===== src/rtl/strobe_gen_pkg.sv =====
// Shared definitions for the strobe generator.
// Latency: n/a (types and constants only).
// Backpressure: n/a.
package strobe_gen_pkg;

  // Controller state encoding
  typedef enum logic [1:0] {
    ST_IDLE = 2'd0,
    ST_RUN  = 2'd1,
    ST_DONE = 2'd2
  } state_t;

  // A programmed period of 0 is clamped up to this value
  localparam int STROBE_GEN_MIN_PERIOD = 1;

endpackage


===== src/rtl/strobe_gen_phase.sv =====
// Wrapping phase counter: counts 0..period-1 while enabled, flags the last phase.
// Latency: o_tc is combinational from the registered phase.
// Backpressure: none; i_en freezes the count, i_clr forces it to 0.
//
// Ports:
//   i_tick   - clock, rising edge
//   i_reset  - synchronous active-high reset
//   i_clr    - clear phase to 0 (wins over i_en)
//   i_en     - advance phase this edge
//   i_period - latched period, must be >= 1 while enabled
//   o_tc     - phase is at i_period-1 (terminal count)
module strobe_gen_phase #(
  parameter int WIDTH = 16
) (
  input  logic             i_tick,
  input  logic             i_reset,
  input  logic             i_clr,
  input  logic             i_en,
  input  logic [WIDTH-1:0] i_period,
  output logic             o_tc
);

  logic [WIDTH-1:0] r_phase;
  logic             w_tc;

  // The counter never passes period-1, so period = 2^WIDTH-1 cannot overflow
  assign w_tc = (r_phase == (i_period - WIDTH'(1)));
  assign o_tc = w_tc;

  always_ff @(posedge i_tick) begin
    if (i_reset || i_clr) begin
      r_phase <= '0;
    end else if (i_en) begin
      r_phase <= w_tc ? '0 : (r_phase + WIDTH'(1));
    end
  end

endmodule


===== src/rtl/strobe_gen.sv =====
// Programmable periodic strobe generator with start/stop and burst count.
// Latency: first strobe in the cycle after accept edge + period; done one cycle after last strobe.
// Backpressure: none; start honoured only in IDLE, stop honoured in RUN (stop wins over start).
//
// Ports:
//   tick         - clock, rising edge
//   reset        - synchronous active-high reset
//   start        - begin a run (sampled level, IDLE only)
//   stop         - abort a run
//   period       - strobe period in ticks, latched on start (0 -> 1)
//   burst        - strobe count, latched on start (0 -> continuous)
//   strobe       - registered single-cycle pulse
//   busy         - run in progress
//   done         - single-cycle pulse after a finite burst completes
//   strobe_count - strobes emitted this/last run (only with STROBE_GEN_CNT_EN)
//
// Optional feature macro: STROBE_GEN_CNT_EN exposes strobe_count.
module strobe_gen
  import strobe_gen_pkg::*;
#(
  parameter int WIDTH   = 16,
  parameter int BURST_W = 8
) (
  input  logic               tick,
  input  logic               reset,
  input  logic               start,
  input  logic               stop,
  input  logic [WIDTH-1:0]   period,
  input  logic [BURST_W-1:0] burst,
  output logic               strobe,
  output logic               busy,
  output logic               done
`ifdef STROBE_GEN_CNT_EN
  ,
  output logic [BURST_W-1:0] strobe_count
`endif
);

  state_t             r_state;
  state_t             w_state_nxt;
  logic [WIDTH-1:0]   r_period;
  logic [BURST_W-1:0] r_burst;
  logic [BURST_W-1:0] r_cnt;
  logic               r_strobe;
  logic               r_busy;
  logic               r_done;
  logic               w_accept;
  logic               w_issue;
  logic               w_tc;
  logic               w_phase_en;

  assign w_phase_en = (r_state == ST_RUN);

  strobe_gen_phase #(
    .WIDTH(WIDTH)
  ) u_phase (
    .i_tick   (tick),
    .i_reset  (reset),
    .i_clr    (w_accept),
    .i_en     (w_phase_en),
    .i_period (r_period),
    .o_tc     (w_tc)
  );

  // Next-state and per-edge events. ST_DONE is the cycle in which the last
  // strobe is on the output; the done pulse is registered out of it, so busy
  // stays high through the last strobe and drops together with done.
  always_comb begin
    w_state_nxt = r_state;
    w_accept    = 1'b0;
    w_issue     = 1'b0;
    case (r_state)
      ST_IDLE: begin
        if (start && !stop) begin
          w_accept    = 1'b1;
          w_state_nxt = ST_RUN;
        end
      end
      ST_RUN: begin
        if (stop) begin
          // Abort: the strobe due on this edge is dropped
          w_state_nxt = ST_IDLE;
        end else if (w_tc) begin
          w_issue = 1'b1;
          if ((r_burst != '0) && (r_cnt == (r_burst - BURST_W'(1)))) begin
            w_state_nxt = ST_DONE;
          end
        end
      end
      ST_DONE: begin
        w_state_nxt = ST_IDLE;
      end
      default: begin
        w_state_nxt = ST_IDLE;
      end
    endcase
  end

  always_ff @(posedge tick) begin
    if (reset) begin
      r_state <= ST_IDLE;
    end else begin
      r_state <= w_state_nxt;
    end
  end

  always_ff @(posedge tick) begin
    if (reset) begin
      r_period <= '0;
      r_burst  <= '0;
      r_cnt    <= '0;
      r_strobe <= 1'b0;
      r_busy   <= 1'b0;
      r_done   <= 1'b0;
    end else begin
      r_strobe <= w_issue;
      r_busy   <= (w_state_nxt != ST_IDLE);
      r_done   <= (r_state == ST_DONE);
      if (w_accept) begin
        r_period <= (period == '0) ? WIDTH'(STROBE_GEN_MIN_PERIOD) : period;
        r_burst  <= burst;
        r_cnt    <= '0;
      end else if (w_issue && (r_cnt != '1)) begin
        // Saturates in continuous mode; a finite burst ends before wrapping
        r_cnt <= r_cnt + BURST_W'(1);
      end
    end
  end

  assign strobe = r_strobe;
  assign busy   = r_busy;
  assign done   = r_done;

`ifdef STROBE_GEN_CNT_EN
  assign strobe_count = r_cnt;
`endif

endmodule


===== config.mk =====
export PLATFORM = sky130hd
export DESIGN_NAME = strobe_gen
export DESIGN_NICKNAME = d
export VERILOG_FILES = /design/src/rtl/strobe_gen_pkg.sv /design/src/rtl/strobe_gen_phase.sv /design/src/rtl/strobe_gen.sv
export SDC_FILE = /design/constraint.sdc
export NUM_CORES = 1
export LEC_CHECK = 0
export ABC_CLOCK_PERIOD_IN_PS = 3700
export BUFFER_PORTS_ARGS = -buffer_cell sky130_fd_sc_hd__buf_2
export CAP_MARGIN = 10
export CELL_PAD_IN_SITES_DETAIL_PLACEMENT = 0
export CELL_PAD_IN_SITES_GLOBAL_PLACEMENT = 1
export CORE_MARGIN = 8
export CORE_UTILIZATION = 40
export DETAILED_ROUTE_END_ITERATION = 7
export GPL_ROUTABILITY_DRIVEN = 0
export MAX_ROUTING_LAYER = met4
export PLACE_DENSITY_LB_ADDON = 0.1
export RECOVER_POWER = 100
export SETUP_SLACK_MARGIN = 0.4
export SLEW_MARGIN = 25
export SYNTH_ARGS = -nofsm -noshare
export SYNTH_HDL_FRONTEND = slang
export SYNTH_SLANG_ARGS = --single-unit

===== constraint.sdc =====
create_clock -name tick -period 3.7 [get_ports tick]
set_clock_uncertainty 0.2 [all_clocks]
set_input_delay 0.37 -clock tick [delete_from_list [all_inputs] [get_ports tick]]
set_output_delay 0.37 -clock tick [all_outputs]
set_load 0.02 [all_outputs]

# --- Yosys cells after proc, flatten, opt, wreduce, memory -nomap -nowiden ---
# Index checks and enable logic that the tools add are counted.
# Widths: inputs -> output; s select.
totals:
  word_cells: 39
  output_inout_bits: 3
  in_bits: 28
  register_bits: 53
op_classes:
  muxes: 12
  n_addsub: 4
  n_reduce_logical: 10
  n_eq_ne: 5
ops:
  columns: ["cell", "n"]
  rows:
  - ["$mux 16", 2]
  - ["$add 16x1->16 const B", 1]
  - ["$eq 16x16->1", 1]
  - ["$logic_not 16->1", 1]
  - ["$sub 16x1->16 const B", 1]
  - ["$add 8x1->8 const B", 1]
  - ["$eq 8x8->1", 1]
  - ["$mux 2", 4]
  - ["$ne 8x8->1 const B", 1]
  - ["$reduce_bool 8->1", 1]
  - ["$sub 8x1->8 const B", 1]
  - ["$mux 1", 5]
  - ["$pmux 2 s2", 1]
  - ["$logic_and 1x1->1", 3]
  - ["$eq 2x1->1 const B", 1]
  - ["$eq 2x2->1 const B", 1]
  - ["$logic_not 2->1", 1]
  - ["$reduce_bool 2->1", 1]
  - ["$reduce_or 2->1", 1]
  - ["$logic_not 1->1", 1]
  - ["$logic_or 1x1->1", 1]

# --- Depth between registers and ports, before layout ---
logic_depth:
  depth_word: 8
  mapped_depth: 10
  depth_no_buf: 9

# --- Hierarchy ---
# Synthesis repeated with hierarchy kept, for this count alone.
hier_totals:
  cells_unflattened: 361
  hier_area_um2: 3034.2
by_module_without_submodules:
  columns: ["mod", "n_inst", "area_each_um2", "cells_per_inst"]
  rows:
  - ["strobe_gen", 1, 1705.4, 190]
  - ["strobe_gen_phase", 1, 1328.8, 171]

# --- Worst setup path after synthesis ---
# Ideal clock, no wire load.
synth_path:
  path_kind: "register to register"
  start: "reg r_period[4]"
  end: "reg r_cnt[5]"
  period_less_slack_ps: 3525
  arrival_time_ps: 3254
  setup_time_ps: 70
  required_time_ps: 3430
  slack_ps: 175
  path_stages_with_launch: 10
  cell_sequence: "dfxtp_1 -> buf_6 -> or4_4 -> buf_6 -> or4_4 -> mux2_4 -> mux2_4 -> or4_4 -> or4_1 -> a21oi_1"
synth_between:
  elab_chain_cells: 6
synth_rtl:
  columns: ["item", "line_no", "rtl"]
  rows:
  - ["start: declaration", "strobe_gen.sv:41", "logic [WIDTH-1:0] r_period;"]
  - ["start signal: assignment", "strobe_gen.sv:120", "r_period <= (period == '0) ? WIDTH'(STROBE_GEN_MIN_PERIOD) : period;"]
  - ["$sub 16x1->16", "strobe_gen_phase.sv:27", "assign w_tc = (r_phase == (i_period - WIDTH'(1)));"]
  - ["$eq 16x16->1", "strobe_gen_phase.sv:27", null]
  - ["$mux 1", "strobe_gen.sv:83", "end else if (w_tc) begin"]
  - ["$mux 1", "strobe_gen.sv:80", "if (stop) begin"]
  - ["$mux 1", "strobe_gen.sv:72", "case (r_state)"]
  - ["$logic_and 1x1->1", "strobe_gen.sv:123", "end else if (w_issue && (r_cnt != '1)) begin"]
  - ["end signal: assignment", "strobe_gen.sv:125", "r_cnt <= r_cnt + BURST_W'(1);"]
  - ["end: declaration", "strobe_gen.sv:43", "logic [BURST_W-1:0] r_cnt;"]
# No other way between the ends.
# A chain may end at the register's enable or synchronous reset.

# --- Final worst setup path ---
layout_path:
  start: "reg r_period[3]"
  end: "reg r_cnt[5]"
# The elaborated chain is that of the path after synthesis.

==> results.py <==
metrics = {
    "place": {
        "dp_hpwl_um": 5700,
        "io_buffers": 30,
        "dp_slack_ns": 0.161,
        "placed_area_um2": 3220,
    },
    "synth": {
        "yosysMostFrequentCell": "dfxtp_1",
        "synth_nets": 390,
        "synthTopCellsByArea": "dfxtp_1 36%, xnor2_1 7.1%, nand2_1 5.5%",
        "ys_warn_count": 0,
        "ys_ff_latch": 53,
        "synthCells": 357,
        "synth_largest_area_cell": "dfxtp_1",
        "synth_top_area_share_pct": 35.9,
        "avgSynthCellArea_um2": 8.28,
        "synth_common_cells": "53 x dfxtp_1, 43 x nand2_1, 36 x nor2_1, 24 x xnor2_1, 21 x a21oi_1",
        "synthArstFlopShare_pct": 0,
        "synth_edf_count": 0,
        "syn_area_um2": 2960,
        "synthFlopType": "dfxtp_1",
        "ys_seq_area_share_pct": 35.9,
        "synthDistinctLibCells": 54,
    },
    "timing": {
        "max-slew-margin-rel_pct": 42.3,
        "final.period_utilization_pct": 93.7,
        "worst_slack_ns": 0.233,
        "tns_ns": 0,
        "drv_slew": 0,
        "hold_ws_ns": 0.0768,
        "period_minus_slack_ns": 3.47,
        "finalSetupViolCount": 0,
        "rsz0062_at_grt": "yes",
        "worst_pin_slew_ns": 0.863,
        "max_freq_mhz": 288,
        "finalHoldViolCount": 0,
    },
    "clocking": {
        "numClockSinks": 53,
        "cts_tree": "yes",
        "cts_buffers": 5,
        "cts_root_buf": "clkbuf_8",
        "ctsHoldBuffers": 0,
        "clk_pin_slew_worst_paths_ns": 0.10,
        "cts_buffer_depth": 2,
        "clkLatencyLatePin_ns": 0.32,
        "htreeDepth": 2,
    },
    "worst_setup_path": {
        "max_stage_delay_ns": 0.55,
        "required_ns": 3.76,
        "cp_top_family": "simple AND/OR/NAND/NOR gates",
        "rr_startpoint": "r_period[3]",
        "crit_buf_inv": 0,
        "end_kind": "flop",
        "crit_type": "reg -> reg",
        "worstReg2RegEnd": "r_cnt[5]",
        "r2r_cells": 7,
        "crit_slowest_cell": "or4_4",
        "rrSetupSlack_ns": 0.23,
        "cp.arrival_ns": 3.53,
        "path_cells": "or4_4 > or4_1 > mux2_1 > mux2_4 > or4_4 > or4_1 > a21oi_1",
        "crit_path_max_fanout": 5,
        "start_kind": "flop",
    },
    "global_routing": {
        "antenna_found_initial": 0,
        "overflow": 0,
        "grt_pass1_vias": 2519,
        "grt_pass1_wl_um": 12600,
        "grt.total_usage_pct": 15.8,
        "grt_max_degree": 20,
    },
    "detailed_routing": {
        "viasPerCell": 5.29,
        "drc": 0,
        "first_iter_violations": 109,
        "antenna_left": 0,
        "wl_um": 7640,
        "firstDrtPassIters": 4,
        "via_count": 2643,
        "avgRoutedWirePerCell_um": 15.3,
    },
    "min_path": {
        "hold_end": "r_period[15]",
        "hp-class": "in -> reg",
        "whs_path_depth": 2,
        "hold_path_startpoint": "period[15]",
    },
    "finish": {
        "areaGrowthSynthToFinish_pct": 15.4,
        "diodes": 0,
        "layout.nets": 433,
        "fin_area_um2": 3410,
        "n_fill_cell": 779,
        "drive_gt1_share_pct": 18.5,
    },
    "run": {
        "max_cap_viol_count": 0,
    },
    "pwr": {
        "irDropWorstVdd_v": 0.000157,
        "p_leak_nw": 1.25,
        "total_power_mw": 1.16,
        "powerDensity_nw_per_um2": 339,
    },
    "floorplanning": {
        "die_w_um": 102,
        "die_h_um": 102,
        "num_io_pins": 31,
        "core.rowCount": 31,
        "start_util_pct": 41.0,
        "die_area_um2": 10400,
        "core-area_um2": 7210,
    },
    "status": {
        "status": "finished clean",
    },
}
[cell families after synthesis]
group	after synthesis	synth area share [%]
buffers and inverters	25	4.02
and+or+nand+nor	162	28.8
AOI/OAI and AO/OA	66	14.6
muxes	4	1.74
DFF	53	35.9
adders and majority gates	5	2.12
xor gates and xnor gates	42	12.9
[metal layers]
metal	global-route usage, %	wire length [µm]
met4	4.63	85
met3	2.59	319
met2	22.6	3200
met5	-	0
met1	22.0	4040
[sequential cells by signal, summed over array words and instances (netlist names)]
register and cells:
r_state 2, u_phase.r_phase 16, done 1, r_burst 8, r_cnt 8, busy 1, r_period 16, strobe 1
[layout by cell type, fill, tap and decap left out, types with 5 or more instances in the layout]
cell type   n
a21oi_1    21
a22o_1      9
buf_2      28
buf_4      17
clkbuf_1    6
clkbuf_8    5
dfxtp_1    49
ha_1        5
inv_1      10
nand2_1    43
nand2b_1    7
nand3_1    11
nand4_1     6
nor2_1     36
nor3_1      7
nor4_1     13
o21ai_0    12
or3_1       7
or4_1       5
xnor2_1    24
xor2_1     17
[power by group]
part | switching (mW) | internal (mW)
Sequential | 0.0166 | 0.584
Clock | 0.204 | 0.134
Combinational | 0.115 | 0.103
Total | 0.336 | 0.821
[area by class of cell]
type                            count  area [µm²]  area share, %
Clock buffer                        6        72.6           2.13
Clock inverter                      2        15.0          0.440
Inverter                           10        37.5           1.10
Multi-Input combinational cell    279        1800           52.6
Sequential cell                    53        1070           31.4
Tap cell                           99         124           3.63
Timing Repair Buffer               51         298           8.72
[through the flow]
step           cells  utilization [%]
3_3_place_gp     479             44.6
2_1_floorplan    357                -
3_5_place_dp     479             44.6
4_1_cts          497             47.1
6_report         500             47.3
5_1_grt          500             47.3
[worst max-delay path by stage]
stage / start / endpoint / slack, ns / cells past startpoint
floorplan: r_period[0] / r_cnt[5] / 0.24 / 8
global placement: r_period[0] / r_cnt[5] / 0.20 / 7
detailed placement: r_period[5] / r_cnt[5] / 0.16 / 7
CTS: r_period[1] / r_cnt[5] / 0.32 / 7
global route: r_period[3] / r_cnt[6] / 0.12 / 8
finish: r_period[3] / r_cnt[5] / 0.23 / 7
[repair_timing]
action / in CTS / in global routing
pin swaps: 4 / 6
setup buffers: 10 / 2
endpoints found under the setup margin: 6 / 24
gates cloned: 0 / 1
resized for setup: 6 / 12
Power figures use the tool's default switching activity.
